`config.mk`:
```
export PLATFORM = sky130hd
export DESIGN_NAME = periodic_ctrl_flat
export DESIGN_NICKNAME = d
export VERILOG_FILES = /design/src/rtl/periodic_pkg.sv /design/src/rtl/periodic_ctrl_if.sv /design/src/rtl/periodic_prescaler.sv /design/src/rtl/periodic_ctrl.sv /design/src/flat_wrapper.sv
export SDC_FILE = /design/constraint.sdc
export NUM_CORES = 1
export LEC_CHECK = 0
export CAP_MARGIN = 10
export CORE_MARGIN = 2
export CORE_UTILIZATION = 27
export CTS_BUF_LIST = sky130_fd_sc_hd__clkbuf_4
export CTS_CLUSTER_DIAMETER = 80
export DETAILED_ROUTE_END_ITERATION = 6
export GPL_TIMING_DRIVEN = 0
export SETUP_SLACK_MARGIN = 0.3
export SLEW_MARGIN = 15
export SYNTH_ARGS = -nofsm -noshare
export SYNTH_HDL_FRONTEND = slang
export SYNTH_SLANG_ARGS = --single-unit
```
`constraint.sdc`:
```
create_clock -name clock -period 4.67 [get_ports clock]
set_input_delay 0.934 -clock clock [delete_from_list [all_inputs] [get_ports clock]]
set_output_delay 0.934 -clock clock [all_outputs]
set_load 0.01 [all_outputs]
```
`src/rtl/periodic_pkg.sv`:
```
// Shared address map, command bit positions and restart-sequencer states for periodic_ctrl.
package periodic_pkg;

    localparam logic [3:0] ADDR_MASK   = 4'h8;
    localparam logic [3:0] ADDR_PRE_LO = 4'h9;
    localparam logic [3:0] ADDR_PRE_HI = 4'hA;
    localparam logic [3:0] ADDR_CMD    = 4'hB;
    localparam logic [3:0] ADDR_STATUS = 4'hC;

    localparam int CMD_RESTART   = 0;
    localparam int CMD_PRESC_CLR = 1;

    typedef enum logic [1:0] {
        ST_IDLE,
        ST_SEQ,
        ST_DONE
    } state_t;

endpackage

```
`src/rtl/periodic_ctrl_if.sv`:
```
// Register write/read bus of periodic_ctrl; writes complete when wr && wr_ready.
interface periodic_ctrl_if;
    logic       wr;
    logic [3:0] wr_addr;
    logic [7:0] wr_data;
    logic       wr_ready;
    logic [3:0] rd_addr;
    logic [7:0] rd_data;

    modport master (output wr, wr_addr, wr_data, rd_addr, input wr_ready, rd_data);
    modport slave  (input wr, wr_addr, wr_data, rd_addr, output wr_ready, rd_data);
endinterface

```
`src/rtl/periodic_prescaler.sv`:
```
// Down-counting prescaler producing the shared enable tick; tick is combinational from the count.
// clr reloads the count without a tick; hold freezes it (clr takes priority).
module periodic_prescaler #(
    parameter logic [15:0] PRESCALE_RESET = 16'd0
) (
    input  logic        clock,
    input  logic        reset_n,
    input  logic [15:0] prescale,
    input  logic        clr,
    input  logic        hold,
    output logic        tick
);
    logic [15:0] cnt;

    assign tick = (cnt == 16'd0) && !clr && !hold;

    always_ff @(posedge clock or negedge reset_n) begin
        if (!reset_n) begin
            cnt <= PRESCALE_RESET;
        end else if (clr) begin
            cnt <= prescale;
        end else if (hold) begin
            cnt <= cnt;
        end else if (cnt == 16'd0) begin
            cnt <= prescale;
        end else begin
            cnt <= cnt - 16'd1;
        end
    end
endmodule

```
`src/rtl/periodic_ctrl.sv`:
```
// Register front-end and restart sequencer for NUM_CH periodic channels; strobes registered, 1 cycle after the write.
// wr_ready drops for the whole restart sequence; the master must hold wr until it returns.
module periodic_ctrl
    import periodic_pkg::*;
#(
    parameter int          NUM_CH         = 4,
    parameter logic [15:0] PRESCALE_RESET = 16'd0
) (
    input  logic              clock,
    input  logic              reset_n,
    periodic_ctrl_if.slave    bus,
    output logic [15:0]       ch_data,
    output logic [NUM_CH-1:0] ch_set_latch,
    output logic [NUM_CH-1:0] ch_set_count,
    output logic [NUM_CH-1:0] ch_enable
);
    state_t            state, state_nxt;
    logic [1:0]        seq_idx, seq_idx_nxt;
    logic [15:0]       data_nxt;
    logic [NUM_CH-1:0] latch_nxt, count_nxt;

    logic [15:0]       shadow [4];
    logic [7:0]        staging;
    logic [NUM_CH-1:0] mask;
    logic [15:0]       prescale;

    logic              busy, accept, tick, presc_clr;
    logic [1:0]        wr_ch, rd_ch;
    logic              wr_is_ch, commit_ch, restart;

    assign busy         = (state != ST_IDLE);
    assign bus.wr_ready = !busy;
    assign accept       = bus.wr && !busy;

    assign wr_ch     = bus.wr_addr[2:1];
    assign wr_is_ch  = !bus.wr_addr[3];
    assign commit_ch = accept && wr_is_ch && bus.wr_addr[0] && (int'(wr_ch) < NUM_CH);
    assign restart   = accept && (bus.wr_addr == ADDR_CMD) && bus.wr_data[CMD_RESTART];
    // A restart ends in DONE with its own reload, so a simultaneous clear is dropped.
    assign presc_clr = accept && (bus.wr_addr == ADDR_CMD) && bus.wr_data[CMD_PRESC_CLR]
                       && !bus.wr_data[CMD_RESTART];

    always_ff @(posedge clock or negedge reset_n) begin
        if (!reset_n) begin
            for (int n = 0; n < 4; n++) shadow[n] <= '0;
            staging  <= '0;
            mask     <= '0;
            prescale <= PRESCALE_RESET;
        end else if (accept) begin
            if ((wr_is_ch && !bus.wr_addr[0]) || (bus.wr_addr == ADDR_PRE_LO))
                staging <= bus.wr_data;
            if (commit_ch)
                shadow[wr_ch] <= {bus.wr_data, staging};
            if (bus.wr_addr == ADDR_MASK)
                mask <= bus.wr_data[NUM_CH-1:0];
            if (bus.wr_addr == ADDR_PRE_HI)
                prescale <= {bus.wr_data, staging};
        end
    end

    always_comb begin
        state_nxt   = state;
        seq_idx_nxt = seq_idx;
        data_nxt    = ch_data;
        latch_nxt   = '0;
        count_nxt   = '0;
        case (state)
            ST_IDLE: begin
                if (commit_ch) begin
                    data_nxt = {bus.wr_data, staging};
                    for (int n = 0; n < NUM_CH; n++) latch_nxt[n] = (wr_ch == 2'(n));
                end else if (restart) begin
                    state_nxt    = ST_SEQ;
                    seq_idx_nxt  = 2'd0;
                    data_nxt     = shadow[0];
                    count_nxt[0] = 1'b1;
                end
            end
            ST_SEQ: begin
                if (int'(seq_idx) == NUM_CH - 1) begin
                    state_nxt = ST_DONE;
                end else begin
                    seq_idx_nxt = seq_idx + 2'd1;
                    data_nxt    = shadow[seq_idx_nxt];
                    for (int n = 0; n < NUM_CH; n++) count_nxt[n] = (seq_idx_nxt == 2'(n));
                end
            end
            ST_DONE: state_nxt = ST_IDLE;
            default: state_nxt = ST_IDLE;
        endcase
    end

    always_ff @(posedge clock or negedge reset_n) begin
        if (!reset_n) begin
            state        <= ST_IDLE;
            seq_idx      <= '0;
            ch_data      <= '0;
            ch_set_latch <= '0;
            ch_set_count <= '0;
        end else begin
            state        <= state_nxt;
            seq_idx      <= seq_idx_nxt;
            ch_data      <= data_nxt;
            ch_set_latch <= latch_nxt;
            ch_set_count <= count_nxt;
        end
    end

    // Counter frozen while sequencing, then reloaded in DONE so all channels share the first tick.
    periodic_prescaler #(.PRESCALE_RESET(PRESCALE_RESET)) u_prescaler (
        .clock    (clock),
        .reset_n  (reset_n),
        .prescale (prescale),
        .clr      (presc_clr || (state == ST_DONE)),
        .hold     (busy),
        .tick     (tick)
    );

    assign ch_enable = (tick && !busy) ? mask : '0;

    assign rd_ch = bus.rd_addr[2:1];
    always_comb begin
        bus.rd_data = '0;
        if (!bus.rd_addr[3]) begin
            if (int'(rd_ch) < NUM_CH)
                bus.rd_data = bus.rd_addr[0] ? shadow[rd_ch][15:8] : shadow[rd_ch][7:0];
        end else begin
            case (bus.rd_addr)
                ADDR_MASK:   bus.rd_data[NUM_CH-1:0] = mask;
                ADDR_PRE_LO: bus.rd_data = prescale[7:0];
                ADDR_PRE_HI: bus.rd_data = prescale[15:8];
                ADDR_STATUS: bus.rd_data = {7'd0, busy};
                default:     bus.rd_data = '0;
            endcase
        end
    end
endmodule

```
`src/flat_wrapper.sv`:
```
// flat-port wrapper written by rule: the top's interface ports become plain ports
module periodic_ctrl_flat import periodic_pkg::*;
#(
    parameter int          NUM_CH         = 4,
    parameter logic [15:0] PRESCALE_RESET = 16'd0
)
  (clock, reset_n, ch_data, ch_set_latch, ch_set_count, ch_enable, bus_wr, bus_wr_addr, bus_wr_data, bus_rd_addr, bus_wr_ready, bus_rd_data);
  periodic_ctrl_if bus_i ();
  input  logic clock;
  input  logic reset_n;
  output logic [15:0] ch_data;
  output logic [NUM_CH-1:0] ch_set_latch;
  output logic [NUM_CH-1:0] ch_set_count;
  output logic [NUM_CH-1:0] ch_enable;
  input wire logic [$bits(bus_i.wr)-1:0] bus_wr;
  input wire logic [$bits(bus_i.wr_addr)-1:0] bus_wr_addr;
  input wire logic [$bits(bus_i.wr_data)-1:0] bus_wr_data;
  input wire logic [$bits(bus_i.rd_addr)-1:0] bus_rd_addr;
  output wire logic [$bits(bus_i.wr_ready)-1:0] bus_wr_ready;
  output wire logic [$bits(bus_i.rd_data)-1:0] bus_rd_data;
  assign bus_i.wr = bus_wr;
  assign bus_i.wr_addr = bus_wr_addr;
  assign bus_i.wr_data = bus_wr_data;
  assign bus_i.rd_addr = bus_rd_addr;
  assign bus_wr_ready = bus_i.wr_ready;
  assign bus_rd_data = bus_i.rd_data;
  periodic_ctrl #(.NUM_CH(NUM_CH), .PRESCALE_RESET(PRESCALE_RESET)) u_core (.clock(clock), .reset_n(reset_n), .bus(bus_i), .ch_data(ch_data), .ch_set_latch(ch_set_latch), .ch_set_count(ch_set_count), .ch_enable(ch_enable));
endmodule
```
# Word-level counts from Yosys, hierarchy flattened
# Cells that the tools add are included.
# totals
reg_bits	136
inputBits	19
out_inout_bits	37
word_cells	113
# op_classes
n_addsub	2
n_lt_le_gt_ge	4
eq_ne	23
mux	36
bitwise_logic	3
reduce_logical	32
# op_table
operator	count
16-bit two-way mux	11
16-bit binary-select mux with 2-bit select	2
64-bit bitwise mux	1
16-bit demux with 2-bit select	1
4-bit == test (second input constant)	8
16-bit case mux with 2 select lines	1
16-bit zero test	1
4-bit two-way mux	4
8-bit two-way mux	2
4-bit case mux with 4 select lines	1
16-bit by 1-bit subtractor with 16-bit output (second input constant)	1
1-bit logical AND	12
2-bit two-way mux	6
2-bit == test (second input constant)	5
3-bit >= comparator (second input constant)	3
2-bit NOT with 3-bit output	3
2-bit by 1-bit == test with 1-bit output (second input constant)	4
2-bit case mux with 2 select lines	2
4-bit case mux with 2 select lines	1
2-bit AND reduction	4
2-bit zero test	3
2-bit != test (second input constant)	3
3-bit AND reduction	2
1-bit zero test	5
10 further kinds	14

# Longest topological paths before layout
# logic_depth
ltp_word	12
ltp_mapped	10
depth_no_buf	7

# Cells and area by module
# A second synthesis with hierarchy kept.
# unflattened
cells_unflattened	572
hier_area_um2	7297.0
# modules_own_cells
module	n_inst	cells_each	area_each_um2	seq_area_each_um2
periodic_ctrl	1	437	6164.7	3002.9
periodic_prescaler	1	135	1132.3	400.4

# Worst setup path before layout
# No wires, ideal clock.
# synth_timing
path_type	input port to output port
from	input port bus_rd_addr[1]
to	output port bus_rd_data[1]
arrival_ps	2281
required_time_ps	3736
slack_ps	1455
cell_stages	5
path_buffers	2
cell_sequence	clkbuf_1 > buf_2 > mux4_2 > mux2i_1 > o22ai_1
# synth_between
elab_chain_len	6
word_cells_on_any_way	11
cone_classes	eq/ne (4); mux (6); bitwise (1)
# synth_lines
element	line_no	rtl
start: declaration	flat_wrapper.sv:18	input wire logic [$bits(bus_i.rd_addr)-1:0] bus_rd_addr;
2-bit NOT with 3-bit output (not written as such)	periodic_ctrl.sv:126	bus.rd_data = bus.rd_addr[0] ? shadow[rd_ch][15:8] : shadow[rd_ch][7:0];
16-bit binary-select mux with 2-bit select	periodic_ctrl.sv:126	
16-bit two-way mux (not written as such) (2 in a row)	periodic_ctrl.sv:126	
8-bit two-way mux	periodic_ctrl.sv:126	
8-bit two-way mux (*)	periodic_ctrl.sv:124	if (!bus.rd_addr[3]) begin
end: declaration	flat_wrapper.sv:20	output wire logic [$bits(bus_i.rd_data)-1:0] bus_rd_data;
# Mark *: on every way between the ends. The rest lies on a longest branch, timed or not. The select of a mux whose other input is x is not followed.

# Worst setup path in the final report
# layout_timing
from	input port bus_rd_addr[2]
to	output port bus_rd_data[3]
# The elaborated chain is that of the path after synthesis.

==> results.md <==
- In this run the horizontal extent of the chip is 167 µm.
- The final setup violation count is 0.
- The cell with the most instances after synthesis is sky130_fd_sc_hd__dfrtp_1.
- The share of synthesized area occupied by flip-flops and latches is 0.475.
- The async set-reset flop share out of synthesis is 1.00.
- STA puts the critical path data required time at 3.74 ns.
- For this configuration, the core starts out at a cell density of 0.275.
- The startpoint identified for the worst register-to-register timing path is u_core.seq_idx[0]$_DFFE_PN0P_.
- The worst setup path is captured at an output pin.
- The number of buffers added on ports is 50.
- The post-synthesis mux area share is 0.321.
- The highest ir drop seen on vdd is 0.000210 V.
- The floorplan step defined a core boundary enclosing 26,100 µm².
- The die area is 27,900 µm².
- The post-layout net count is 635.
- In the finished design, the share of the clock period the worst path needs comes to 0.904.
- Yosys attributes the largest share of cell area to sky130_fd_sc_hd__dfrtp_1, sky130_fd_sc_hd__mux2_2, sky130_fd_sc_hd__mux4_2.
- The wire length per cell after detailed routing is 20.1 µm.
- The worst hold slack across all endpoints is 0.313 ns.
- The later pin in the worst-skew pair is clocked with a latency of 0.56 ns.
- The transition time at the pin with the least slew margin is 0.893 ns.
- The cell with the biggest individual delay on the critical path is sky130_fd_sc_hd__clkdlybuf4s50_1.
- The clock edge transition at the registers on the reported setup and hold paths is 0.10 ns.
- A synthesized cell averages 13.3 µm².
- Summing every instance area after synthesis gives 7170 µm².
- The routability congestion estimate is 0.832.
- After filler insertion, the fill cell instance count of the layout stands at 2,621.
- The DRC violation count after routing is 0.
- The fmax is 237 MHz.
- The slack of the worst reg-to-reg path is 0.58 ns.
- The post-CTS repair timing setup buffer count is 0.
- At the worst endpoint, the arrival time is 3.29 ns.
- The die is 167 µm tall.
- Entering global routing, the biggest net connects 71 pins.
- The H-tree depth is 4.
- The first global-routing pass estimated 30,700 µm of wire.
- Using the TritonRoute via totals, the vias-per-cell ratio works out to 5.11.
- The I/O pin total is 56.
- The count of endpoints failing hold in the final timing report was 0.
- The overall global routing resource usage is 0.144.
- The share of synthesized area in the top cell type comes to 0.475.
- For this design, the CTS-stage hold fixing added 0 buffers.
- The power per cell area is 565 nW/µm².
- By area, the combinational part of the netlist is dominated by multiplexers.
- The number of antenna violations at the first check in global routing is 1.
- The post-route antenna net violation count is 0.
- Traced cell by cell, the critical path runs through clkdlybuf4s50_1 -> clkbuf_4 -> clkbuf_4 -> mux4_2 -> mux2i_1 -> o22ai_1 -> clkdlybuf4s50_1.
- The run finished with clean final reports.
- The root buffer cell chosen for the clock tree is sky130_fd_sc_hd__clkbuf_4.
- Across the routed clock network, the largest skew measured is 0.0215 ns.
- The number of global-route vias before repair is 5,136.
- The capture instance of the worst register-to-register path is u_core.ch_data[11]$_DFFE_PN0P_.
- The maximum number of buffers from clock root to sink is 2.
- The number of placed instances, taps included is 925.
- In this run the core area contains 59 standard-cell rows.
- The largest single stage delay on the critical path is 0.52 ns.
- The startpoint class of the critical path is an input port.
- The area added between synthesis and finish is 17.6%.
- The critical path is of the in -> out type.
- The maximum net fanout on the critical path is 10.
- Counting flops with a built-in enable in the synthesized netlist gives 0.
- By count the netlist is led by sky130_fd_sc_hd__dfrtp_1, sky130_fd_sc_hd__mux2_2, sky130_fd_sc_hd__nand2_1.
- The total of warnings raised by yosys is 0.
- Of the cells placed in the final design, the portion with a size suffix greater than 1 is 0.334.
- The cell accounting for the most synthesized area is sky130_fd_sc_hd__dfrtp_1.
- The post-detailed-routing wire length is 19,300 µm.
- Of the total synthesized cell area, the portion taken by XOR and XNOR cells is 0.
- Setup repair after global routing left no endpoint under its margin.
- The number of unique standard cell types used by synthesis is 59.
- The via count is 4,893.
- The max-slew headroom at the worst pin is 0.405.
- The tool flagged a number of max-cap violations equal to 0.
- The clock drives 136 sinks.
- TritonCTS built the clock tree.
- Of the total synthesized cell area, the portion taken by full adders, half adders and majority gates is 0.0122.
- The worst register-to-register path has a depth of 10.
- Global routing finished with a remaining overflow of 0.
- The synthesized design contains 136 register bits.
- The flip-flop cell with the highest count after synthesis is sky130_fd_sc_hd__dfrtp_1.
- The total leakage power is 0.00355 µW.
- The path class of the tightest hold or removal check is in -> async.
- The number of nets handed over by synthesis was 565.
- The simple-gate portion of the synthesized area is 0.0887.
- The final standard cell count with taps included and fillers excluded is 958.
- The number of design-rule violations left by the first detailed-router iteration is 311.
- The final critical path time including I/O delays and setup is 4.22 ns.
- Synthesis produced a netlist whose cell count is 539.
- The count of pins over their slew limit came to 0.
- The half-perimeter wire length after placement is 13,600 µm.
- The area fraction in compound gates after synthesis is 0.0740.
- The number of search-and-repair iterations in the first detailed-routing pass is 5.
- The number of clock buffers inserted by TritonCTS is 17.
[registers in the layout, summed over array words and instances (netlist names)]
signal                  count
u_core.shadow              64
u_core.ch_data             16
u_core.prescale            16
u_core.u_prescaler.cnt     16
u_core.staging              8
u_core.ch_set_count         4
u_core.ch_set_latch         4
u_core.mask                 4
u_core.seq_idx              2
u_core.state                2
[worst max-delay path: cells and delay by family]
kind                   cells  cell delay (ns)
buffers and inverters      4             1.61
multiplexers               2             0.59
AO/OA/AOI/OAI              1             0.16
[layer usage]
metal  vias up  routed length (µm)  GRT usage
li1       2192                   -          -
met1      2540                8700      0.193
met2       136                9290      0.233
met3        25                 873     0.0335
met4         0                 420     0.0431
met5         -                   0          0
[placed cells by master, fill, tap and decap left out, types with 4 or more instances in the layout]
cell type	instances
sky130_fd_sc_hd__nor2b_1	4
sky130_fd_sc_hd__buf_2	13
sky130_fd_sc_hd__nor2_1	16
sky130_fd_sc_hd__dfrtp_1	136
sky130_fd_sc_hd__nor4_1	5
sky130_fd_sc_hd__o21ai_0	24
sky130_fd_sc_hd__nand3_1	4
sky130_fd_sc_hd__and2_1	8
sky130_fd_sc_hd__mux2_2	98
sky130_fd_sc_hd__ha_1	7
sky130_fd_sc_hd__clkbuf_1	9
sky130_fd_sc_hd__o22ai_1	8
sky130_fd_sc_hd__mux4_2	32
sky130_fd_sc_hd__a21oi_1	8
sky130_fd_sc_hd__a221o_1	6
sky130_fd_sc_hd__a22oi_1	4
sky130_fd_sc_hd__o31ai_1	6
sky130_fd_sc_hd__mux2i_1	30
sky130_fd_sc_hd__nand2b_1	5
sky130_fd_sc_hd__buf_4	4
sky130_fd_sc_hd__mux2_4	11
sky130_fd_sc_hd__nand2_1	34
sky130_fd_sc_hd__nand3b_1	5
sky130_fd_sc_hd__clkbuf_4	22
sky130_fd_sc_hd__inv_1	8
sky130_fd_sc_hd__clkdlybuf4s50_1	49
[stage by stage]
stage	TNS, ns	instance area [µm²]	power (µW)	util	setup slack [ns]
2_1_floorplan	0	7170	3270	-	1.45
3_3_place_gp	-414.94	8090	3930	0.310	-3.05
3_5_place_dp	-1.17	8120	3970	0.312	-0.231
4_1_cts	0	8420	4810	0.323	0.353
5_1_grt	0	8430	5090	0.323	0.327
6_report	0	8430	4770	0.323	0.447
[power by group]
part	internal, µW	switching, µW
clock network	388	448
registers	1630	426
logic	1060	814
total	3080	1690
[worst max path at each step]
stage,startpoint,end,slack (ns)
floorplan,bus_rd_addr[1],bus_rd_data[1],1.45
detailed placement,bus_rd_addr[2],bus_rd_data[3],-0.23
CTS,bus_rd_addr[2],bus_rd_data[3],0.35
finish,bus_rd_addr[2],bus_rd_data[3],0.45
global placement,reset_n,u_core.ch_set_latch[0]$_DFF_PN0_,-3.05
global route,u_core.seq_idx[0]$_DFFE_PN0P_,u_core.ch_data[10]$_DFFE_PN0P_,0.33
[repair_timing]
item,4_1_cts,5_1_grt
gates cloned,0,0
resized for setup,3,3
setup endpoints to repair,8,2
[cell families after synthesis]
kind of cell	after synthesis
adders and majority gates	7
buffers and inverters	42
AOI/OAI and AO/OA	76
and+or+nand+nor	106
DFF	136
muxes	172
[area by class of cell]
cell class	count	area [µm²]	area share
Multi-Input combinational cell	361	3550	0.422
Sequential cell	136	3400	0.404
Timing Repair Buffer	51	533	0.0632
Tap cell	335	419	0.0497
Buffer	34	186	0.0221
Clock buffer	20	150	0.0178
Clock inverter	12	150	0.0178
Inverter	8	30.0	0.00356
Antenna cell	1	2.50	0.000297
Note: power is estimated with default switching activity, not from simulation.
